--- src/rtl/preload_reg_bank.sv ---
// Per-channel preload/active register bank with held or direct writes and a commit strobe.
// Optional PRELOAD_READBACK_EN adds rd_sel to read the preload register instead of the active one.
module preload_reg_bank #(
    parameter int WIDTH    = 16,
    parameter int CHANNELS = 4,
    localparam int AW      = (CHANNELS > 1) ? $clog2(CHANNELS) : 1
) (
    input  logic                      clk,
    input  logic                      arst,
    input  logic                      srst,
    input  logic                      wr_en,
    input  logic [AW-1:0]             wr_addr,
    input  logic [WIDTH-1:0]          wr_data,
    input  logic [CHANNELS-1:0]       direct,
    input  logic                      update,
`ifdef PRELOAD_READBACK_EN
    input  logic                      rd_sel,
`endif
    input  logic [AW-1:0]             rd_addr,
    output logic [CHANNELS*WIDTH-1:0] active_q,
    output logic [CHANNELS-1:0]       pending,
    output logic                      update_done,
    output logic [WIDTH-1:0]          rd_data
);

    logic [CHANNELS*WIDTH-1:0] preload_q;
    logic [CHANNELS*WIDTH-1:0] preload_d;
    logic [CHANNELS*WIDTH-1:0] active_d;
    logic [CHANNELS-1:0]       pending_q;
    logic [CHANNELS-1:0]       pending_d;
    logic                      update_done_q;
    logic                      update_done_d;

    assign pending     = pending_q;
    assign update_done = update_done_q;

    // Next-state: write and commit per channel. A held write landing on a channel that is
    // being committed in the same edge is written straight through to active.
    always_comb begin
        preload_d     = preload_q;
        active_d      = active_q;
        pending_d     = pending_q;
        update_done_d = 1'b0;
        if (srst) begin
            preload_d     = '0;
            active_d      = '0;
            pending_d     = '0;
            update_done_d = 1'b0;
        end else begin
            update_done_d = update & (|pending_q);
            for (int n = 0; n < CHANNELS; n++) begin
                if (wr_en && (wr_addr == AW'(n))) begin
                    preload_d[n*WIDTH +: WIDTH] = wr_data;
                    if (direct[n] || (update && pending_q[n])) begin
                        active_d[n*WIDTH +: WIDTH] = wr_data;
                        pending_d[n]               = 1'b0;
                    end else begin
                        pending_d[n] = 1'b1;
                    end
                end else if (update && pending_q[n]) begin
                    active_d[n*WIDTH +: WIDTH] = preload_q[n*WIDTH +: WIDTH];
                    pending_d[n]               = 1'b0;
                end else begin
                    pending_d[n] = pending_q[n];
                end
            end
        end
    end

    // State registers with asynchronous reset.
    always_ff @(posedge clk or posedge arst) begin
        if (arst) begin
            preload_q     <= '0;
            active_q      <= '0;
            pending_q     <= '0;
            update_done_q <= 1'b0;
        end else begin
            preload_q     <= preload_d;
            active_q      <= active_d;
            pending_q     <= pending_d;
            update_done_q <= update_done_d;
        end
    end

    // Readback mux; addresses beyond the last channel read as zero.
    always_comb begin
        rd_data = '0;
        for (int n = 0; n < CHANNELS; n++) begin
            if (rd_addr == AW'(n)) begin
`ifdef PRELOAD_READBACK_EN
                if (rd_sel) begin
                    rd_data = preload_q[n*WIDTH +: WIDTH];
                end else begin
                    rd_data = active_q[n*WIDTH +: WIDTH];
                end
`else
                rd_data = active_q[n*WIDTH +: WIDTH];
`endif
            end else begin
                rd_data = rd_data;
            end
        end
    end

endmodule

--- config.mk ---
export PLATFORM = sky130hd
export DESIGN_NAME = preload_reg_bank
export DESIGN_NICKNAME = d
export VERILOG_FILES = /design/src/rtl/preload_reg_bank.sv
export SDC_FILE = /design/constraint.sdc
export NUM_CORES = 1
export LEC_CHECK = 0
export CAP_MARGIN = 20
export CORE_ASPECT_RATIO = 0.9
export CORE_UTILIZATION = 40
export DETAILED_ROUTE_END_ITERATION = 12
export SYNTH_ARGS = -nofsm -noshare
export SYNTH_HDL_FRONTEND = slang
export SYNTH_SLANG_ARGS = --single-unit
--- constraint.sdc ---
create_clock -name clk -period 8.8 [get_ports clk]
set_input_delay 1.76 -clock clk [delete_from_list [all_inputs] [get_ports clk]]
set_output_delay 1.76 -clock clk [all_outputs]
set_load 0.02 [all_outputs]
==> run summary <==
Register area share after synthesis: 58.0%
Worst-path maximum fanout: 16
Req. time, crit path: 7.04 ns
CTS max path bufs: 2
Initial Utilization: 40.9%
Total Routed Length: 14,200 µm
Number of synthesized flops with an enable pin: 0
Initial antenna violation count: 0
Die height: 116 µm
Max-cap viol count: 0
GRT Overall Usage: 20.5%
CP bufs+invs: 3
CTS tree: built
Hold Crit Start: preload_q[57]
Top_reg_cell synth: dfrtp_1
Clk_skew: 0.00626 ns
Number of core rows: 41
CTS sink count: 133
Status: finished, violations left
Post-route cell area: 7530 µm²
IO buf count: 113
Final net count: 537
RSZ-0062 raised after global routing: false
CP startpoint kind: input port
Failing checks: design-rule violations
CP Capture Type: output port
Max-slew headroom: 34.1%
Clock Latency Late Sink: 0.40 ns
Worst-Margin Slew: 0.988 ns
RR Endpoint: active_q[53]
Vias in the first global route: 3,829
Routed WL per cell: 19.9 µm
Setup ws final: 3.37 ns
R2R Setup Slk: 7.02 ns
TritonRoute pass-1 iters: 8
Top cells by count, synth: 133 x dfrtp_1, 64 x mux2i_1, 64 x nor2_1, 53 x o2bb2ai_1, 16 x mux4_2
# DRC: 2
Layout cells sized above 1: 15.2%
Period utilization: 61.7%
LEAKAGE: 3.16 nW
Routability cong.: 0.731
Antenna Nets Post-Route: 0
Hold Crit Class: reg2reg
Area Growth Syn to Fin: 31.3%
# diodes: 0
Crit-path leading delay family: buffers and inverters
Core footprint: 14,000 µm²
IO Count: 114
Final Hold Vio Count: 0
Setup violators final: 0
Post-CTS Resized: 0
#FFs+latches synth: 133
Synth top area share: 58.0%
Top Usage Layer GRT: met2
Initial DRC Count: 216
CP most frequent cell: clkdlybuf4s50_1
Worst Path Arrival: 3.67 ns
CTS buffer count: 17
CTS hold repair buffers: 0
Die Width: 128 µm
Fillers: 1,172
Synth Cell Area: 5730 µm²
Vias: 3,743
Htree depth: 4
Worst path max stage delay: 0.57 ns
Core Util, Final: 53.7%
Pwr Density: 206 nW/µm²
Placed cell area: 6920 µm²
Fmax: 184 MHz
Routing usage on met1: 28.9%
Slowest cell on crit path: clkdlybuf4s50_1
First-pass GRT wire length: 22,400 µm
Asr flop ratio synth: 100%
Worst hold slack: 0.514 ns
Cells after Synth: 396
Worst setup path class: in2out
Reg2reg start: pending[3]
Slew Limit Fails: 0
Synth area leaders: dfrtp_1 58%, mux2i_1 11%, o2bb2ai_1 8.1%
FF-to-FF path depth: 3
Synthesized area per cell: 14.5 µm²
Met2 Usage GRT: 31.7%
Fin Setup TNS: 0 ns
Yosys top cell by area: dfrtp_1
Die ar.: 14,800 µm²
Synth Warn #: 0
Post-DP HPWL: 8760 µm
Met3 Use GR: 4.57%
Endpoint with the worst hold slack: preload_q[57]
Syn nets: 425
Final min period: 5.43 ns
Clk pin slew, worst setup/hold paths: 0.06 ns
DR vias/cell: 5.24
Postcts setup bufs: 0
Worst slack, placed: 3.35 ns
Worst hold stages: 2
Peak VDD IR: 150 µV
Yosys cell types: 27
Largest net degree at the start of global routing: 74
Top-count cell post-synth: dfrtp_1
GRT Residual Overflow: 0
CTS root buf: clkbuf_16
Critical path, cell by cell: clkdlybuf4s50_1, buf_4, mux4_2, clkdlybuf4s50_1
==> cell usage in the layout (no fill, tap or decap) <==
cell type	count
mux4_2	16
nor2_4	3
nor2_1	64
nor2_8	1
nor3b_4	1
o21bai_4	3
and3b_1	2
and4bb_4	1
o2bb2ai_1	53
a21o_1	4
and4b_4	2
clkdlybuf4s50_1	112
dfrtp_1	133
clkbuf_16	17
clkinv_2	4
o2bb2ai_2	11
clkbuf_1	3
inv_4	1
and4_2	1
nor4_1	1
clkbuf_8	3
o21bai_2	1
clkinvlp_4	2
buf_4	8
mux2i_1	64
nor3b_1	1
o21a_1	4
and3_1	1
buf_2	1
bufinv_16	3
==> where the power goes <==
part | internal (mW) | switching [mW] | total, mW
sequential | 0.635 | 0.0164 | 0.652
clock | 0.466 | 0.250 | 0.716
combinational | 0.0760 | 0.103 | 0.179
total | 1.18 | 0.370 | 1.55
==> kinds of logic after synthesis <==
| kind of cell | after synthesis | share of synthesized area (%) |
|---|---|---|
| compound gates | 76 | 13.2 |
| buf+inv | 29 | 4.36 |
| flops | 133 | 58.0 |
| mux | 80 | 17.5 |
| simple gates | 78 | 6.94 |
==> stage by stage <==
step | cells | total power [mW]
after global placement | 682 | 0.841
after CTS | 714 | 1.56
final | 714 | 1.55
after floorplan | 396 | 0.767
after global routing | 714 | 1.60
after detailed placement | 682 | 0.844
==> flip-flops by register name (all words and copies together) (netlist names) <==
signal / cells
active_q: 64
preload_q: 64
pending: 4
update_done: 1
==> final cells by class <==
type | instances | area, µm² | area share (%)
Tap cell | 193 | 241 | 3.21
Multi-Input combinational cell | 234 | 2160 | 28.7
Clock inverter | 9 | 125 | 1.66
Timing Repair Buffer | 121 | 1190 | 15.8
Clock buffer | 23 | 478 | 6.35
Sequential cell | 133 | 3330 | 44.2
Inverter | 1 | 6.26 | 0.0831
==> worst max path at each step <==
stage | end | startpoint | cells after the start | slack (ns)
final | rd_data[7] | rd_addr[0] | 4 | 3.37
after global routing | rd_data[3] | rd_addr[0] | 4 | 3.29
after CTS | rd_data[7] | rd_addr[0] | 4 | 3.34
after detailed placement | rd_data[7] | rd_addr[0] | 4 | 3.35
after global placement | rd_data[0] | rd_addr[0] | 4 | 3.37
after floorplan | active_q[0] | arst | 1 | 3.49
==> routing by layer <==
metal / vias up / part of all wire [%]
met4: 0 / 1.5
li1: 1681 / -
met5: - / 0
met2: 88 / 48
met3: 13 / 3.8
met1: 1961 / 47
==> worst register-to-register path, cell delays in order (launching register included) <==
cell and delay [ns]:
dfrtp_1 0.42, a21o_1 0.24, o21bai_2 0.77, o2bb2ai_1 0.18
Note: power is estimated with default switching activity, not from simulation.
